===== src/rtl/snake_dir_queue.sv =====
// snake_dir_queue
// ---------------
// Multi-player direction controller for the snake game. Each player channel
// turns button presses into direction changes, buffering pending turns in a
// small circular FIFO so that two quick turns between game ticks are both
// honoured. Each game tick (pulse) consumes at most one queued turn.
//
// Direction encoding (direction_t): STOP=0, LEFT=1, RIGHT=2, DOWN=3, UP=4.
//
// Ports:
//   clk          system clock
//   nrst         asynchronous active-low reset
//   buttons      4 bits per player, one-hot: bit0 LEFT, bit1 RIGHT, bit2 DOWN, bit3 UP
//   sync         game restart/death: all players to STOP, queues flushed
//   pulse        game tick, one cycle wide; pops one queued turn per player
//   pause        while high, pulse is ignored (presses are still queued)
//   direction    3 bits per player, current direction
//   queue_count  3 bits per player, occupied FIFO entries
//   drop         1 bit per player, one-cycle strobe when a valid press hits a full FIFO
module snake_dir_queue #(
    parameter int NUM_PLAYERS   = 2,
    parameter int QUEUE_DEPTH   = 2,
    parameter int ALLOW_REVERSE = 0
) (
    input  logic                       clk,
    input  logic                       nrst,
    input  logic [4*NUM_PLAYERS-1:0]   buttons,
    input  logic                       sync,
    input  logic                       pulse,
    input  logic                       pause,
    output logic [3*NUM_PLAYERS-1:0]   direction,
    output logic [3*NUM_PLAYERS-1:0]   queue_count,
    output logic [NUM_PLAYERS-1:0]     drop
);

    typedef enum logic [2:0] {
        STOP  = 3'd0,
        LEFT  = 3'd1,
        RIGHT = 3'd2,
        DOWN  = 3'd3,
        UP    = 3'd4
    } direction_t;

    // A depth of 1 still needs a one-bit pointer to keep the declarations legal.
    localparam int              PW         = (QUEUE_DEPTH > 1) ? $clog2(QUEUE_DEPTH) : 1;
    localparam logic [PW-1:0]   LAST_PTR   = PW'(QUEUE_DEPTH - 1);
    localparam logic [2:0]      FULL_COUNT = 3'(QUEUE_DEPTH);

    function automatic direction_t decode_button(input logic [3:0] b);
        direction_t d;
        case (b)
            4'b0001: d = LEFT;
            4'b0010: d = RIGHT;
            4'b0100: d = DOWN;
            4'b1000: d = UP;
            default: d = STOP;
        endcase
        return d;
    endfunction

    function automatic direction_t opposite(input direction_t d);
        direction_t o;
        case (d)
            LEFT:    o = RIGHT;
            RIGHT:   o = LEFT;
            DOWN:    o = UP;
            UP:      o = DOWN;
            default: o = STOP;
        endcase
        return o;
    endfunction

    // Explicit wrap so non-power-of-two depths (e.g. 3) cycle correctly.
    function automatic logic [PW-1:0] next_ptr(input logic [PW-1:0] p);
        return (p == LAST_PTR) ? '0 : p + 1'b1;
    endfunction

    function automatic logic [PW-1:0] prev_ptr(input logic [PW-1:0] p);
        return (p == '0) ? LAST_PTR : p - 1'b1;
    endfunction

    for (genvar g = 0; g < NUM_PLAYERS; g++) begin : g_player
        logic [3:0]    btn;
        logic [3:0]    prev_btn;
        direction_t    dir_q;
        direction_t    tail;
        direction_t    press_dir;
        direction_t    fifo_mem [QUEUE_DEPTH];
        logic [PW-1:0] rd_ptr;
        logic [PW-1:0] wr_ptr;
        logic [2:0]    count;
        logic          drop_q;
        logic          press;
        logic          accept;
        logic          pop;
        logic          push;
        logic          overflow;

        assign btn = buttons[4*g +: 4];

        // Press detection and validation. A press is a transition from an
        // all-released vector to a one-hot vector. It is checked against the
        // tail: the newest queued turn, or the live direction when the queue
        // is empty. When a pop and push coincide, the tail is still the
        // pre-pop newest entry, which keeps the check consistent.
        always_comb begin
            press     = (prev_btn == 4'b0000) && $onehot(btn);
            press_dir = decode_button(btn);
            tail      = (count != 3'd0) ? fifo_mem[prev_ptr(wr_ptr)] : dir_q;
            pop       = pulse && !pause && (count != 3'd0);
            accept    = press && (press_dir != tail) &&
                        ((tail == STOP) || (ALLOW_REVERSE != 0) ||
                         (press_dir != opposite(tail)));
            push      = accept && ((count != FULL_COUNT) || pop);
            overflow  = accept && (count == FULL_COUNT) && !pop;
        end

        // Channel state. sync overrides everything except the press-edge
        // register, which keeps sampling so a button held through a restart
        // does not fire again afterwards.
        always_ff @(posedge clk or negedge nrst) begin
            if (!nrst) begin
                prev_btn <= 4'b0000;
                dir_q    <= STOP;
                rd_ptr   <= '0;
                wr_ptr   <= '0;
                count    <= 3'd0;
                drop_q   <= 1'b0;
            end else begin
                prev_btn <= btn;
                if (sync) begin
                    dir_q  <= STOP;
                    rd_ptr <= '0;
                    wr_ptr <= '0;
                    count  <= 3'd0;
                    drop_q <= 1'b0;
                end else begin
                    drop_q <= overflow;
                    if (pop) begin
                        dir_q  <= fifo_mem[rd_ptr];
                        rd_ptr <= next_ptr(rd_ptr);
                    end
                    if (push) begin
                        wr_ptr <= next_ptr(wr_ptr);
                    end
                    if (push && !pop) begin
                        count <= count + 3'd1;
                    end else if (pop && !push) begin
                        count <= count - 3'd1;
                    end
                end
            end
        end

        // FIFO storage needs no reset: an entry is only ever read after
        // being written, since count gates every read.
        always_ff @(posedge clk) begin
            if (push && !sync) begin
                fifo_mem[wr_ptr] <= press_dir;
            end
        end

        assign direction[3*g +: 3]   = dir_q;
        assign queue_count[3*g +: 3] = count;
        assign drop[g]               = drop_q;
    end

endmodule


===== config.mk =====
export PLATFORM = sky130hd
export DESIGN_NAME = snake_dir_queue
export DESIGN_NICKNAME = d
export VERILOG_FILES = /design/src/rtl/snake_dir_queue.sv
export SDC_FILE = /design/constraint.sdc
export NUM_CORES = 1
export LEC_CHECK = 0
export CAP_MARGIN = 20
export CELL_PAD_IN_SITES_DETAIL_PLACEMENT = 1
export CELL_PAD_IN_SITES_GLOBAL_PLACEMENT = 1
export CORE_MARGIN = 5
export CORE_UTILIZATION = 27
export DETAILED_ROUTE_END_ITERATION = 6
export PLACE_DENSITY = 0.52
export REMOVE_ABC_BUFFERS = 1
export SETUP_SLACK_MARGIN = 0.1
export SYNTH_ARGS = -nofsm -noshare
export SYNTH_HDL_FRONTEND = slang
export SYNTH_SLANG_ARGS = --single-unit
export TNS_END_PERCENT = 10

===== constraint.sdc =====
create_clock -name clk -period 7.4 [get_ports clk]
set_input_delay 0.74 -clock clk [delete_from_list [all_inputs] [get_ports clk]]
set_output_delay 0.74 -clock clk [all_outputs]
set_load 0.01 [all_outputs]

==> qor.txt, run 1 <==
Simple-Gate Fraction of Synth Area = 18.87%
Critical path data required time = 7580 ps
TNS Setup = 0 ps
Adder-cell share of the synthesized area = 8.454%
Max-slew violations = 0
Mux contribution to synthesized area = 10.00%
Final Skew = 5.387 ps
Drt via density = 4.938
Maximum root-to-sink buffer count = 2
Final Cycle Share = 55.97%
Vias = 1,817
Max-slew headroom = 33.61%
Reg2reg path depth = 11
Die Width = 104.8 um
Num ports = 27
Outcome = complete, no violations
Num CTS Buffers = 5
Std-Cell Rows = 34
Max cap viols = 0
Register area share after synthesis = 41.65%
Peak VDD IR = 0.00007608 V
Routed Antenna Nets = 0
Cell with the most instances after synthesis = dfrtp_1
Number of synthesized register bits = 38
# hold bufs at CTS = 0
CP max FO = 11
Largest cells by area after synthesis = dfrtp_1, edfxtp_1, mux2i_1, ha_1, nor2_1
Pre-CTS setup slack = 2917 ps
Fraction of layout cells with a size suffix above 1 = 8.846%
First-pass DRT Iterations = 4
Switching power share of the total = 28.17%
Combinational share of power = 16.6%
CTS root buffer = clkbuf_8
Switching Power = 0.0001258 W
Core area = 0.008721 mm2
First-iteration detailed-routing DRC count = 51
Final hold viol count = 0
FFs w/ async S/R, synth = 68.42%
Worst Slack Setup Final = 3259 ps
Syn. warnings = 0
Synth Flop Type = dfrtp_1
Die H = 104.8 um
Tot GR Track Use = 10.88%
CTS tree = built
Area of the die = 0.01099 mm2
Pin count of the biggest net entering global routing = 27
Hold slack = 591.5 ps
Startpoint types = input pin
PD cells = 156.6 mW/mm2
Synth area leader = dfrtp_1
EDFF count, synth = 12
Achievable clock frequency = 241.5 MHz
Compound-gate portion of the synthesized area = 12.53%
Initial antenna violation count = 0
Worst-skew pair later-pin latency = 290 ps
# DRC = 0
RSZ-0062 raised after global routing = no
Min Clock Period, post-route = 4141 ps
Final setup fails = 0
Global-route wire length before repair = 9832 um
WL/cell = 15.00 um
Post-Synth XOR/XNOR Area = 2.165%
Crit end category = flop
Top post-synthesis cells by count = dfrtp_1, nor2_1, inv_1, mux2i_1
Post-Syn Area per Cell = 10.16 um2
Port Buffer Count = 26
Unique masters post-synth = 53
Max H-tree Level = 2
Net count reported at finish = 286
Grt ovf = 0
Worst hold path type = reg -> reg
Mapped Cells = 239
Share of the synthesized area in the top cell type = 26.80%
Clk slew on worst S/H paths = 80 ps
Pint = 0.0003208 W
PostCTS Resize Cnt = 0
Post-CTS setup buffer count = 0
Inserted Diodes = 0
Arrival time worst endpoint = 4320 ps
Flop pwr share = 50.6%
Final HPWL DP = 4347 um
Crit path kind = in -> reg
GPL Wtd Cong = 0.7001
Worst hold path stage count = 2
Area Growth Syn to Fin = 17.53%
Overall routed net length = 5521 um
Leak pwr = 1.132 nW
Largest family of logic cells by synthesized area = simple AND/OR/NAND/NOR gates
Clk pwr share = 32.7%
Vias in the first global route = 1,945
Worst-Margin Slew = 995.8 ps
Synthesized cell area = 0.002427 mm2
Initial Utilization = 27.83%
Clk sinks = 38
Filler cells = 995
-- worst paths after layout --
| path | start | endpoint | slack (ps) |
|---|---|---|---|
| worst min-delay path | g_player[1].dir_q[2]$_DFFE_PN0P_ | g_player[1].dir_q[2]$_DFFE_PN0P_ | 590 |
| max in group asynchronous | nrst | g_player[0].dir_q[0]$_DFFE_PN0P_ | 6310 |
| worst max-delay path | buttons[5] | g_player[1].count[2]$_DFFE_PN0P_ | 3260 |
| worst max register to register | g_player[1].count[2]$_DFFE_PN0P_ | g_player[1].count[2]$_DFFE_PN0P_ | 3500 |
| worst min register to register | g_player[1].dir_q[2]$_DFFE_PN0P_ | g_player[1].dir_q[2]$_DFFE_PN0P_ | 590 |
| min in group asynchronous | nrst | g_player[1].dir_q[0]$_DFFE_PN0P_ | 820 |
-- power groups by stage --
stage / Clock, W / Sequential (W) / Combinational (W)
2_1_floorplan: 0 / 0.000230 / 0.0000445
3_3_place_gp: 0 / 0.000231 / 0.0000748
3_5_place_dp: 0 / 0.000231 / 0.0000758
4_1_cts: 0.000154 / 0.000226 / 0.0000761
5_1_grt: 0.000164 / 0.000227 / 0.0000854
6_report: 0.000146 / 0.000226 / 0.0000742
-- through the flow --
| stage | area, um2 | total power [W] | instances | util, % |
|---|---|---|---|---|
| after floorplan | 2345 | 0.0002746 | 223 | - |
| after global placement | 2763 | 0.0003055 | 360 | 31.68 |
| after detailed placement | 2763 | 0.0003066 | 360 | 31.68 |
| after CTS | 2853 | 0.0004563 | 368 | 32.71 |
| after global routing | 2853 | 0.0004765 | 368 | 32.71 |
| final | 2853 | 0.0004467 | 368 | 32.71 |
-- per-layer routing --
layer	global-route usage, %	part of all wire (%)	up-vias
li1	-	-	899
met1	13.89	46	890
met2	18.71	50	23
met3	2.466	3.0	5
met4	2.466	0.74	0
met5	0	0	-
-- sequential cells by signal, indices dropped and copies added, names as in the netlist --
name	cells
g_player.count	6
g_player.dir_q	6
g_player.drop_q	2
g_player.fifo_mem	12
g_player.prev_btn	8
g_player.rd_ptr	2
g_player.wr_ptr	2
-- layout by cell type (no fill, tap or decap), drive strengths merged, types with 2 or more instances in the layout --
master / netlist / routed
nor4: 7 / 7
fa: 4 / 4
and3: 5 / 5
nor2: 24 / 24
clkinv: 0 / 2
mux2: 7 / 7
inv: 19 / 19
a21o: 6 / 6
edfxtp: 12 / 12
a21oi: 5 / 5
clkbuf: 12 / 5
buf: 4 / 3
o211ai: 2 / 2
clkdlybuf4s50: 0 / 26
mux2i: 16 / 16
ha: 10 / 10
nor4b: 3 / 3
nor3: 6 / 6
or4: 2 / 2
or2: 2 / 2
a221oi: 2 / 2
nand2b: 3 / 3
nor3b: 6 / 6
a21boi: 2 / 2
o21ai: 6 / 6
a211oi: 9 / 9
xnor2: 5 / 5
or3: 4 / 4
dfrtp: 26 / 26
nand4: 4 / 4
nand2: 5 / 5
nand3: 4 / 4
-- final cells by class --
class                      instances  area (um2)  area share [%]
clock inverter                     3       21.27          0.7456
timing repair buffer              29       282.8           9.912
clock buffer                       5       68.82           2.412
multi-input combinational        166        1262           44.25
inverter                          19       71.32           2.500
tap                              108       135.1           4.737
sequential                        38        1011           35.44
-- cells by family (layout without fill, tap and decap cells) --
logic type / count (synthesis) / count (layout)
mux: 23 / 23
flops: 38 / 38
fa+ha+maj: 14 / 14
xor+xnor: 6 / 6
compound gates: 42 / 42
buf+inv: 35 / 56
simple gates: 81 / 81
-- worst max-delay path, stage by stage --
cell and delay (ps):
clkdlybuf4s50_1 510, inv_1 110, ha_1 220, nand2_1 90, a21o_1 180, inv_1 100
or4_1 530, a21oi_1 180, nor4b_2 80, buf_4 170, and2_1 150, fa_1 370
or3_1 380, mux2i_1 160, mux2_2 340
Note: power is estimated with default switching activity, not from simulation.
==> run 2: changes to the inputs <==
--- a/config.mk
+++ b/config.mk
@@ -11,7 +11,7 @@
 export CORE_MARGIN = 5
 export CORE_UTILIZATION = 27
 export DETAILED_ROUTE_END_ITERATION = 6
-export PLACE_DENSITY = 0.52
+export PLACE_DENSITY = 0.54
 export REMOVE_ABC_BUFFERS = 1
 export SETUP_SLACK_MARGIN = 0.1
 export SYNTH_ARGS = -nofsm -noshare
==> constraint.sdc (replaced) <==
create_clock -name clk -period 3.36 [get_ports clk]
set_input_delay 0.336 -clock clk [delete_from_list [all_inputs] [get_ports clk]]
set_output_delay 0.336 -clock clk [all_outputs]
set_load 0.01 [all_outputs]
==> run 2 against run 1 <==
The flow now finishes with violations (setup timing); critical path depth down 5; hold slack worse by 320 ps; cell area up 14%; largest power group unchanged.
==> qor.txt, run 2 (same netlist as run 1, synthesis figures left out) <==
Outcome = finished, violations left
Violated checks = setup timing
WL/cell = 14.66 um
Clk sinks = 38
Core area = 0.008721 mm2
Hold endpoint = g_player[0].prev_btn[0]$_DFF_PN0_
Initial antenna violation count = 0
GPL Wtd Cong = 0.7910
Die H = 104.8 um
Startpoint types = flop
Hold slack = 276.3 ps
Switching Power = 0.0002928 W
CTS tree = built
Switching power share of the total = 26.46%
RSZ-0062 raised after global routing = yes
Crit path kind = reg -> reg
Area of the die = 0.01099 mm2
Clk slew on worst S/H paths = 80 ps
Flop pwr share = 44.8%
Commonest non-fill, non-tap cell in the layout = buf_4
Register name with the most flops = g_player.fifo_mem
Routed Antenna Nets = 0
Final setup fails = 1
Overall routed net length = 5995 um
HP Start = buttons[0]
PD cells = 341.2 mW/mm2
R2R setup slack = -50 ps
Num ports = 27
Reg2reg path depth = 10
Net count reported at finish = 327
Reg-to-Reg End = g_player[1].count[2]$_DFFE_PN0P_
Max reg flops = 12
First-iteration detailed-routing DRC count = 29
Worst-Margin Slew = 637.9 ps
Final hold viol count = 0
Vias in the first global route = 2,130
Leak pwr = 1.353 nW
Final Cycle Share = 101.5%
Largest regs = g_player.fifo_mem x12, g_player.prev_btn x8
Die Width = 104.8 um
Global-route wire length before repair = 10,490 um
Worst hold path stage count = 2
Vias = 1,958
Pin count of the biggest net entering global routing = 27
# hold bufs at CTS = 0
CP max FO = 2
Peak VDD IR = 0.0001700 V
Max-slew violations = 0
RR Startpoint = g_player[1].count[0]$_DFFE_PN0P_
Num CTS Buffers = 5
Maximum root-to-sink buffer count = 2
Crit end category = flop
Worst hold path type = in -> reg
Inserted Diodes = 0
Min Clock Period, post-route = 3412 ps
Worst Slack Setup Final = -51.53 ps
Grt ovf = 0
Area Growth Syn to Fin = 33.61%
Final HPWL DP = 4684 um
Final Skew = 2.541 ps
Drt via density = 4.787
Clk pwr share = 36.2%
Pint = 0.0008137 W
Max H-tree Level = 2
Critical path data required time = 3550 ps
Arrival time worst endpoint = 3600 ps
Final Total Pwr = 0.001106 W
Tot GR Track Use = 11.65%
Max-slew headroom = 57.34%
Achievable clock frequency = 293.1 MHz
CTS root buffer = clkbuf_8
Max cap viols = 0
# DRC = 0
Fraction of layout cells with a size suffix above 1 = 26.58%
Combinational share of power = 19.0%
First-pass DRT Iterations = 4
Most frequent cells in the layout = buf_4, dfrtp_1, nor2_1
TNS Setup = -51.53 ps
Worst-skew pair later-pin latency = 290 ps
Port Buffer Count = 26
Std-Cell Rows = 34
Initial Utilization = 27.83%
[run 2: power by group through the flow]
stage / combinational, W / clock [W] / sequential, W
after floorplan: 0.0000979 / 0 / 0.000507
after global routing: 0.000236 / 0.000440 / 0.000498
after detailed placement: 0.000203 / 0 / 0.000505
final: 0.000211 / 0.000400 / 0.000496
after global placement: 0.000199 / 0 / 0.000506
after CTS: 0.000212 / 0.000415 / 0.000496
[run 2: per-layer routing]
metal  wire (um)  part of all wire, %  track usage [%]  vias to the layer above
met4          68                  1.1            3.288                        0
met2        3027                   50            19.87                       29
li1            -                    -                -                      979
met3         236                  3.9            2.774                        6
met5           0                    0                0                        -
met1        2662                   44            14.66                      944
[run 2: worst max path at each step]
stage	from	end
floorplan	g_player[1].count[2]$_DFFE_PN0P_	g_player[1].count[2]$_DFFE_PN0P_
global placement	buttons[0]	g_player[0].count[1]$_DFFE_PN0P_
detailed placement	buttons[0]	g_player[0].count[1]$_DFFE_PN0P_
CTS	g_player[1].count[0]$_DFFE_PN0P_	g_player[1].count[2]$_DFFE_PN0P_
global route	g_player[1].count[0]$_DFFE_PN0P_	g_player[1].count[2]$_DFFE_PN0P_
finish	g_player[1].count[0]$_DFFE_PN0P_	g_player[1].count[2]$_DFFE_PN0P_
[run 2: layout make-up]
| class | instances | area, um2 |
|---|---|---|
| Clock inverter | 3 | 45.04 |
| Sequential cell | 38 | 1011 |
| Clock buffer | 5 | 68.82 |
| Fill cell | 988 | 5478 |
| Inverter | 19 | 71.32 |
| Tap cell | 108 | 135.1 |
| Timing Repair Buffer | 70 | 585.6 |
| Multi-Input combinational cell | 166 | 1326 |
[run 2: worst max-delay path, stage by stage, from the launching register on]
cell and delay [ps]:
dfrtp_1 380, or3_4 420, mux2_4 320, or4_4 530, a211oi_4 290, nor4b_4 80
and2_4 140, fa_2 320, or3_1 310, mux2i_1 160, mux2_2 340
[run 2: metrics by stage]
stage               util (%)  cell area, um2  setup slack, ps  cells
finish                 37.19            3243           -51.53    409
global route           37.19            3243           -157.5    409
CTS                    37.04            3231           -71.77    409
detailed placement     35.04            3055           -476.4    399
global placement       35.04            3055           -428.7    399
floorplan                  -            2345           -274.8    223
[run 2: what timing repair did]
action                                 CTS  global route
gates resized for setup                 20             7
endpoints found under the hold margin    0             0
buffers inserted                         2             0
setup endpoints to repair                8             7
pin swaps                               16             8
